## src/rtl/imem_fetch_controller.sv

```systemverilog
// Instruction fetch controller: owns the PC, issues one fetch at a time to the
// instruction memory and buffers fetched words in a small queue for decode.
module imem_fetch_controller #(
  parameter int unsigned       ADDR_W    = 64,
  parameter logic [ADDR_W-1:0] RESET_PC  = '0,
  parameter int unsigned       MEM_BYTES = 256,
  parameter int unsigned       QDEPTH    = 2
) (
  input  logic              clk,
  input  logic              rst_n,
  input  logic              halt,
  input  logic              redirect_valid,
  input  logic [ADDR_W-1:0] redirect_pc,
  output logic              imem_req,
  output logic [ADDR_W-1:0] imem_addr,
  input  logic              imem_ack,
  input  logic [31:0]       imem_rdata,
  output logic              out_valid,
  input  logic              out_ready,
  output logic [ADDR_W-1:0] out_pc,
  output logic [31:0]       out_instr,
  output logic              fault,
  output logic [ADDR_W-1:0] fault_pc
);
  // Handshakes: a head word moves to decode on the edge where out_valid and
  // out_ready are both high, and out_valid never depends on out_ready.
  // imem_req/imem_addr stay stable until imem_ack, which may come the same cycle.

  localparam int unsigned       PTR_W     = $clog2(QDEPTH);
  localparam int unsigned       CNT_W     = PTR_W + 1;
  localparam logic [ADDR_W-1:0] LAST_BYTE = ADDR_W'(MEM_BYTES - 1);
  localparam logic [CNT_W-1:0]  DEPTH     = CNT_W'(QDEPTH);

  typedef enum logic [1:0] {IDLE, FETCH, DRAIN, FAULT} state_t;

  state_t            state_q, state_d;
  logic [ADDR_W-1:0] pc_q, pc_d;
  logic [ADDR_W-1:0] addr_q, addr_d;
  logic [ADDR_W-1:0] fault_pc_q, fault_pc_d;

  logic [ADDR_W-1:0] q_pc    [QDEPTH];
  logic [31:0]       q_instr [QDEPTH];
  logic [PTR_W-1:0]  rd_ptr_q, wr_ptr_q;
  logic [CNT_W-1:0]  count_q, cnt_after;

  logic              push, pop, do_eval;
  logic [ADDR_W-1:0] eval_pc;
  logic              eval_legal, can_issue, take_fault;

  function automatic logic is_legal(input logic [ADDR_W-1:0] a);
    return (a[1:0] == 2'b00) && ((a + ADDR_W'(3)) <= LAST_BYTE);
  endfunction

  // Redirect outranks both queue operations in the cycle it is asserted.
  assign push      = (state_q == FETCH) && imem_ack && !redirect_valid;
  assign pop       = out_valid && out_ready && !redirect_valid;
  assign cnt_after = count_q + {{(CNT_W-1){1'b0}}, push} - {{(CNT_W-1){1'b0}}, pop};

  // Issue is evaluated on the PC that will be current after this edge. A bad PC
  // only faults once every earlier good word has left the queue.
  assign eval_pc    = (state_q == FETCH) ? pc_q + ADDR_W'(4) : pc_q;
  assign eval_legal = is_legal(eval_pc);
  assign can_issue  = !halt && eval_legal && (cnt_after < DEPTH);
  assign take_fault = !halt && !eval_legal && (cnt_after == '0);

  always_ff @(posedge clk or negedge rst_n) begin
    if (!rst_n) begin
      state_q    <= IDLE;
      pc_q       <= RESET_PC;
      addr_q     <= '0;
      fault_pc_q <= '0;
    end else begin
      state_q    <= state_d;
      pc_q       <= pc_d;
      addr_q     <= addr_d;
      fault_pc_q <= fault_pc_d;
    end
  end

  always_comb begin
    state_d    = state_q;
    pc_d       = pc_q;
    addr_d     = addr_q;
    fault_pc_d = fault_pc_q;
    do_eval    = 1'b0;
    unique case (state_q)
      IDLE: begin
        if (redirect_valid) pc_d = redirect_pc;
        else                do_eval = 1'b1;
      end
      FETCH: begin
        if (redirect_valid) begin
          pc_d    = redirect_pc;
          state_d = imem_ack ? IDLE : DRAIN;
        end else if (imem_ack) begin
          pc_d    = eval_pc;
          do_eval = 1'b1;
        end
      end
      DRAIN: begin
        if (redirect_valid) begin
          pc_d = redirect_pc;
          if (imem_ack) state_d = IDLE;
        end else if (imem_ack) begin
          do_eval = 1'b1;
        end
      end
      FAULT: begin
        if (redirect_valid) begin
          pc_d       = redirect_pc;
          state_d    = IDLE;
          fault_pc_d = '0;
        end
      end
      default: state_d = IDLE;
    endcase
    if (do_eval) begin
      state_d = can_issue ? FETCH : (take_fault ? FAULT : IDLE);
      if (can_issue)  addr_d     = eval_pc;
      if (take_fault) fault_pc_d = eval_pc;
    end
  end

  always_comb begin
    imem_req  = (state_q == FETCH) || (state_q == DRAIN);
    imem_addr = imem_req ? addr_q : '0;
    out_valid = (count_q != '0) && (state_q != FAULT);
    out_pc    = out_valid ? q_pc[rd_ptr_q] : '0;
    out_instr = out_valid ? q_instr[rd_ptr_q] : 32'h0;
    fault     = (state_q == FAULT);
    fault_pc  = fault_pc_q;
  end

  always_ff @(posedge clk or negedge rst_n) begin
    if (!rst_n) begin
      rd_ptr_q <= '0;
      wr_ptr_q <= '0;
      count_q  <= '0;
    end else if (redirect_valid) begin
      rd_ptr_q <= '0;
      wr_ptr_q <= '0;
      count_q  <= '0;
    end else begin
      if (push) wr_ptr_q <= wr_ptr_q + PTR_W'(1);
      if (pop)  rd_ptr_q <= rd_ptr_q + PTR_W'(1);
      count_q <= cnt_after;
    end
  end

  // The requested address, not pc_q, tags the entry: they only differ in DRAIN.
  always_ff @(posedge clk) begin
    if (push) begin
      q_pc[wr_ptr_q]    <= addr_q;
      q_instr[wr_ptr_q] <= imem_rdata;
    end
  end

endmodule

```

## config.mk

```make
export PLATFORM = sky130hd
export DESIGN_NAME = imem_fetch_controller
export DESIGN_NICKNAME = d
export VERILOG_FILES = /design/src/rtl/imem_fetch_controller.sv
export SDC_FILE = /design/constraint.sdc
export NUM_CORES = 1
export LEC_CHECK = 0
export ABC_AREA = 1
export BUFFER_PORTS_ARGS = -buffer_cell sky130_fd_sc_hd__buf_2
export CELL_PAD_IN_SITES_DETAIL_PLACEMENT = 0
export CELL_PAD_IN_SITES_GLOBAL_PLACEMENT = 1
export CORE_ASPECT_RATIO = 0.5
export CORE_MARGIN = 8
export CORE_UTILIZATION = 42
export CTS_CLUSTER_SIZE = 30
export DETAILED_ROUTE_END_ITERATION = 12
export GPL_TIMING_DRIVEN = 0
export PLACE_DENSITY = 0.77
export RECOVER_POWER = 100
export SETUP_SLACK_MARGIN = 0.5
export SYNTH_ARGS = -nofsm -noshare
export SYNTH_HDL_FRONTEND = slang
export SYNTH_SLANG_ARGS = --single-unit
```

## constraint.sdc

```tcl
create_clock -name clk -period 7.3 [get_ports clk]
set_input_delay 0.73 -clock clk [delete_from_list [all_inputs] [get_ports clk]]
set_output_delay 0.73 -clock clk [all_outputs]
set_load 0.01 [all_outputs]
```

* Word level (Yosys, flattened, before mapping)
Memory sizes are Yosys's and may differ from the RTL's.
Cells that the tools add are included.
** Operators by class
- Shifts and indexed selects :: 0
- Mux-type cells :: 32
- Divide/modulo/power cells :: 0
- Reduce and logical (&&, ||, !) cells :: 26
- Multiply operators :: 0
- Eq/ne operators :: 10
- Bitwise gates (word level) :: 0
- Add/subtract/negate cells :: 6
- Order comparisons :: 2
** Operators by type and width (count)
- $mux 64 :: 10
- $pmux 64 s2 :: 1
- $add 64x2->64 const B :: 1
- $add 64x3->64 const B :: 1
- $le 64x8->1 const B :: 1
- $mux 32 :: 1
- $mux 2 :: 9
- $ne 3x3->1 const B :: 4
- $logic_and 1x1->1 :: 10
- $mux 1 :: 9
- $logic_not 2->1 :: 3
- $pmux 2 s3 :: 1
- $reduce_bool 2->1 :: 3
- $reduce_and 5->1 :: 1
- $eq 2x2->1 const B :: 2
- $reduce_and 2->1 :: 2
- $reduce_bool 4->1 :: 1
- $logic_not 1->1 :: 3
- $ne 3x2->1 const B :: 1
- $reduce_or 3->1 :: 1
- $add 1x1->1 const B :: 2
- $add 2x1->2 :: 1
- $eq 2x1->1 const B :: 1
- $lt 2x2->1 const B :: 1
- 6 further kinds :: 6
** Word-level totals
- ROM bits :: 0
- Latch bits :: 0
- Output and inout port bits :: 227
- Memory bits (writable) :: 192
- Logic and storage cells :: 85
- Memories kept :: 2
- Input bits :: 102
- Register bits :: 198
** Memories
- q_pc :: words 2, width 64, rd ports 1, clocked after Yosys merged registers in 0, write ports 1, line 41 : logic [ADDR_W-1:0] q_pc [QDEPTH];
- q_instr :: words 2, width 32, rd ports 1, clocked after Yosys merged registers in 0, write ports 1, line 42 : logic [31:0] q_instr [QDEPTH];

* Depth between registers and ports, before layout
- Depth in word-level cells :: 11
- Mapped depth :: 31
- Depth with buffers taken out :: 29

* Worst setup path after synthesis
OpenSTA, ideal clock, no wires.
- Path kind :: reg2reg
- From :: register state_q[1]
- To :: memory q_instr[1][0] (enable)
- Path buffers :: 2
- Period minus slack after synthesis :: 5953 ps
- Setup time :: 552 ps
- Cell stages (with the launch flop) :: 9
- Data required time :: 6748 ps
- Setup slack :: 1347 ps
- Arrival :: 5401 ps
- Path through :: dfrtp_1 > inv_1 > ha_1 > buf_4 > nand2_1 > nor2_1 > inv_1 > clkbuf_1 > nor2_1
** Between the ends
- Cells in the longest elaborated chain, start to end :: 5
** RTL lines
- from (decl) :: line 36 : state_t state_q, state_d;
- from (signal assigned) :: line 73 : state_q <= state_d;
- $eq 2x1->1 :: line 55 : assign push = (state_q == FETCH) && imem_ack && !redirect_valid;
- $logic_and 1x1->1 (2 in a row) :: line 55
- $mux 1 :: line 152 : if (push) begin
- $mux 1 (implied by the code) :: line 154 : q_instr[wr_ptr_q] <= imem_rdata;
- to (decl) :: line 42
No other way between the ends.

* Final worst setup path
- From :: register state_q[1]
- To :: memory q_instr[1][7] (enable)
Same word-level chain as after synthesis.

==> flow_summary.html <==
<table>
<tr><th>Metric</th><th>Value</th></tr>
<tr><th colspan="2">Status</th></tr>
<tr><td>Status</td><td>complete, but fails checks</td></tr>
<tr><td>Violations in the final reports</td><td>max-capacitance violations, max-slew violations</td></tr>
<tr><th colspan="2">Clocking</th></tr>
<tr><td>Count of buffers added by post-CTS timing repair for setup</td><td>0</td></tr>
<tr><td>Clock Root Buffer</td><td>clkbuf_16</td></tr>
<tr><td>Number of hold buffers added after CTS</td><td>1</td></tr>
<tr><td>Clock tree from TritonCTS</td><td>done</td></tr>
<tr><td>Clock edge transition at the registers on the reported setup and hold paths</td><td>0.06 ns</td></tr>
<tr><td>Clock latency at the later pin of the worst-skew pair</td><td>0.57 ns</td></tr>
<tr><td>Clk buf depth</td><td>3</td></tr>
<tr><td>Clk sink count</td><td>390</td></tr>
<tr><td>Post-cts sizing count</td><td>0</td></tr>
<tr><td>Total CTS buffers</td><td>39</td></tr>
<tr><td>H-tree depth reported by CTS</td><td>2</td></tr>
<tr><th colspan="2">Hold path</th></tr>
<tr><td>Min-Delay Startpoint</td><td>imem_rdata[21]</td></tr>
<tr><td>Hold-critical path depth</td><td>1</td></tr>
<tr><td>Worst hold-check path type</td><td>primary input to flop</td></tr>
<tr><td>End point of the worst hold path</td><td>q_instr[1][21]</td></tr>
<tr><th colspan="2">Floorplan</th></tr>
<tr><td>Horizontal die dimension</td><td>between 300 and 400 um</td></tr>
<tr><td>Cell row count</td><td>58</td></tr>
<tr><td>Effective utilization at floorplan</td><td>0.428</td></tr>
<tr><td>Top-level I/O count</td><td>329</td></tr>
<tr><td>Core area</td><td>50600 um2</td></tr>
<tr><td>Die Area</td><td>59500 um2</td></tr>
<tr><td>Die Span Y</td><td>177 um</td></tr>
<tr><th colspan="2">STA</th></tr>
<tr><td>Final setup violating endpoints</td><td>0</td></tr>
<tr><td>Max Slew Vio Count</td><td>roughly 150</td></tr>
<tr><td>Highest Clock Rate</td><td>174 MHz</td></tr>
<tr><td>Worst Tran Pin Value</td><td>2.87 ns</td></tr>
<tr><td>Worst relative slew slack</td><td>-0.911</td></tr>
<tr><td>Period minus WS final</td><td>5.75 ns</td></tr>
<tr><td>Final period util</td><td>0.788</td></tr>
<tr><td>Slack of the critical path</td><td>approximately 1.5 ns</td></tr>
<tr><td>Unrepaired setup endpoints after global routing</td><td>no</td></tr>
<tr><td>Worst hold margin</td><td>0.369 ns</td></tr>
<tr><td>Post-route clock skew</td><td>0.0317 ns</td></tr>
<tr><td>Number of endpoints with negative hold slack in the final report</td><td>0</td></tr>
<tr><th colspan="2">Placement</th></tr>
<tr><td>Setup Slack @ Placement</td><td>2.33 ns</td></tr>
<tr><td>Final weighted congestion in routability-driven placement</td><td>0.967</td></tr>
<tr><td>HPWL after detailed placement</td><td>57900 um</td></tr>
<tr><td>Cell area reported after detailed placement</td><td>24400 um2</td></tr>
<tr><td>Number of input and output port buffers inserted</td><td>327</td></tr>
<tr><th colspan="2">Logic synthesis</th></tr>
<tr><td>Combinational family with the most area after synthesis</td><td>simple AND/OR/NAND/NOR gates</td></tr>
<tr><td>Total number of yosys warnings</td><td>0</td></tr>
<tr><td>Syn Inst Count</td><td>roughly 2900</td></tr>
<tr><td>Multiplexer area fraction after synthesis</td><td>0</td></tr>
<tr><td>Post-synthesis share of cell area spent on xor and xnor gates</td><td>0.00520</td></tr>
<tr><td>Main flop type after synthesis</td><td>dfrtp_1</td></tr>
<tr><td>Sequential share of the synthesized area</td><td>0.495</td></tr>
<tr><td>Netlist area before placement</td><td>21700 um2</td></tr>
<tr><td>Post-synthesis simple-gate area fraction</td><td>0.351</td></tr>
<tr><td>Compound-gate portion of the synthesized area</td><td>0.0366</td></tr>
<tr><td>Synth Net Count</td><td>3039</td></tr>
<tr><td>Synth top area cells</td><td>edfxtp_1, dfrtp_1, nand2_1, inv_1, nor2_1</td></tr>
<tr><td>Mean instance size in the synthesized netlist</td><td>7.39 um2</td></tr>
<tr><td>List of most frequent post-synthesis cells</td><td>nand2_1, inv_1, nor2_1</td></tr>
<tr><td>Share of the synthesized area in the top cell type</td><td>0.266</td></tr>
<tr><td>Area share of fa/ha/maj cells after synthesis</td><td>0.00404</td></tr>
<tr><td>Synth Register Bits</td><td>390</td></tr>
<tr><td>Async set or reset register ratio after synthesis</td><td>0.508</td></tr>
<tr><td>Most frequently used cell type in the post-synthesis netlist</td><td>nand2_1</td></tr>
<tr><td>Library cells used by synthesis</td><td>42</td></tr>
<tr><td>EDFF count, synth</td><td>192</td></tr>
<tr><td>Cell type contributing the most total cell area after synthesis</td><td>edfxtp_1</td></tr>
<tr><th colspan="2">Job</th></tr>
<tr><td>Maximum capacitance violations</td><td>3</td></tr>
<tr><th colspan="2">Global routing</th></tr>
<tr><td>Antenna violations before repair</td><td>0</td></tr>
<tr><td>Number of global-route vias before repair</td><td>18900</td></tr>
<tr><td>Largest net degree at the start of global routing</td><td>103</td></tr>
<tr><td>Wire length of the first global-routing pass</td><td>112000 um</td></tr>
<tr><td>Global-route usage over all layers</td><td>0.243</td></tr>
<tr><td>Leftover overflow at the end of global routing</td><td>0</td></tr>
<tr><th colspan="2">Worst setup path</th></tr>
<tr><td>Worst flop-to-flop path startpoint</td><td>state_q[1]</td></tr>
<tr><td>Register-to-Register Setup Slack</td><td>~1.5 ns</td></tr>
<tr><td>Destination of the worst register-to-register timing path</td><td>q_instr[1][7]</td></tr>
<tr><td>Endpoint class of the critical path</td><td>flop</td></tr>
<tr><td>Most numerous cell on the critical path</td><td>clkbuf_1</td></tr>
<tr><td>Crit path kind</td><td>flop to flop</td></tr>
<tr><td>Slowest cell on the critical path</td><td>clkbuf_1</td></tr>
<tr><td>Largest stage delay on the critical path</td><td>1.33 ns</td></tr>
<tr><td>Reg2reg path depth</td><td>10</td></tr>
<tr><td>Endpoint arrival time on the critical path</td><td>5.98 ns</td></tr>
<tr><td>Highest net fanout along the worst path</td><td>31</td></tr>
<tr><td>Critical Path Start Type</td><td>flop</td></tr>
<tr><td>Required time reported for the critical path endpoint</td><td>around 7.5 ns</td></tr>
<tr><td>Cells along the critical path</td><td>inv_1, ha_1, clkbuf_1, nand2_1, nor2_1, inv_1, clkbuf_1, nor2_1, clkbuf_1, buf_12</td></tr>
<tr><th colspan="2">Pwr</th></tr>
<tr><td>Pwr/cell area</td><td>289 nW/um2</td></tr>
<tr><td>Leakage power summed over all cells</td><td>12.5 nW</td></tr>
<tr><td>Peak supply drop</td><td>between 100 and 150 uV</td></tr>
<tr><th colspan="2">Cells and area</th></tr>
<tr><td>Final std cell area, no fill</td><td>25200 um2</td></tr>
<tr><td>Nets@finish</td><td>3416</td></tr>
<tr><td>Ant. Diodes</td><td>0</td></tr>
<tr><td>Fraction of final layout cells with drive strength greater than 1</td><td>0.0767</td></tr>
<tr><td>Area added between synthesis and finish</td><td>16.1%</td></tr>
<tr><th colspan="2">Drt</th></tr>
<tr><td>Detailed Routing Iterations Pass 1</td><td>5</td></tr>
<tr><td>ANT nets after route</td><td>0</td></tr>
<tr><td>Final routed DRC violation total</td><td>0</td></tr>
<tr><td>Overall via count from detail_route</td><td>19700</td></tr>
<tr><td>Routed len/inst</td><td>18.5 um</td></tr>
<tr><td>Sum of routed wire length over all layers</td><td>74500 um</td></tr>
<tr><td>Ratio of routed vias to standard cells</td><td>4.90</td></tr>
<tr><td>DR iter-0 viols</td><td>1589</td></tr>
</table>
[worst max path at each step]
| stage | startpoint | to | slack [ns] | depth (start not counted) |
|---|---|---|---|---|
| after CTS | state_q[1] | fault_pc[21] | 2.47 | 17 |
| after global routing | state_q[1] | addr_q[7] | 1.07 | 25 |
| after floorplan | state_q[1] | q_instr[1][0] | 1.35 | 8 |
| final | state_q[1] | q_instr[1][7] | 1.55 | 10 |
| after global placement | redirect_valid | q_instr[1][16] | -2.29 | 5 |
| after detailed placement | redirect_valid | fault_pc[21] | 2.33 | 14 |
[layer usage]
metal,routed length (um),track usage,up-vias
met1,32300,0.319,9285
met3,4300,0.0360,101
met2,36200,0.426,544
met4,1620,0.0549,0
li1,-,-,9784
met5,0,0,-
[layout make-up]
| type | instances | area (um2) |
|---|---|---|
| plain buffers | 95 | 435 |
| clock buffers | 57 | 1150 |
| clock inverters | 14 | 126 |
| fillers | 5255 | 25400 |
| inverters | 494 | 1850 |
| multi-input cells | 1951 | 8540 |
| flip-flops and latches | 390 | 10700 |
| well taps | 690 | 863 |
| repair buffers | 336 | 1470 |
[critical path: cells and delay by family (launching register included)]
family | cells | cell delay (ns)
and+or+nand+nor | 3 | 1.70
buffers and inverters | 6 | 3.02
adders and majority gates | 1 | 0.24
DFF | 1 | 0.42
[cell families after synthesis]
kind of cell | count (synthesis)
flip-flops | 390
adder cells (fa/ha/maj) | 7
AND/OR/NAND/NOR | 1812
XOR/XNOR | 12
buffers and inverters | 589
AO/OA/AOI/OAI | 120
[power breakdown]
part           internal (W)  switching, W
clock network       0.00114      0.000908
registers           0.00261      0.000230
logic              0.000659       0.00173
[state kept, by name, summed over array words and instances, names as in the netlist]
name and flops:
q_pc 128, addr_q 64, fault_pc 64, pc_q 64
q_instr 64, count_q 2, state_q 2, rd_ptr_q 1
wr_ptr_q 1
[cell usage in the layout (no fill, tap or decap), types with 12 or more instances in the layout]
cell       count
nand2_1     1185
nand4_1       41
edfxtp_1     192
clkbuf_1     327
clkbuf_16     40
a21oi_1       12
nand2_2       27
nand3b_1      12
nor3_1        14
o21ai_0       41
nand3_1      174
buf_2         88
o221ai_1      39
nor2_1       301
dfrtp_1      198
o22ai_1       17
nor2_2        26
inv_1        459
clkinv_1      27
nor2_4        16
[per-stage QoR]
step            util  power, W  TNS [ns]  cells
6_report       0.497   0.00728         0   4027
3_5_place_dp   0.482   0.00536         0   3955
4_1_cts        0.507   0.00742         0   4027
2_1_floorplan      -   0.00435         0   2930
3_3_place_gp   0.478   0.00534   -395.53   3947
5_1_grt        0.497   0.00773         0   4027
(Power assumes the default switching activity.)
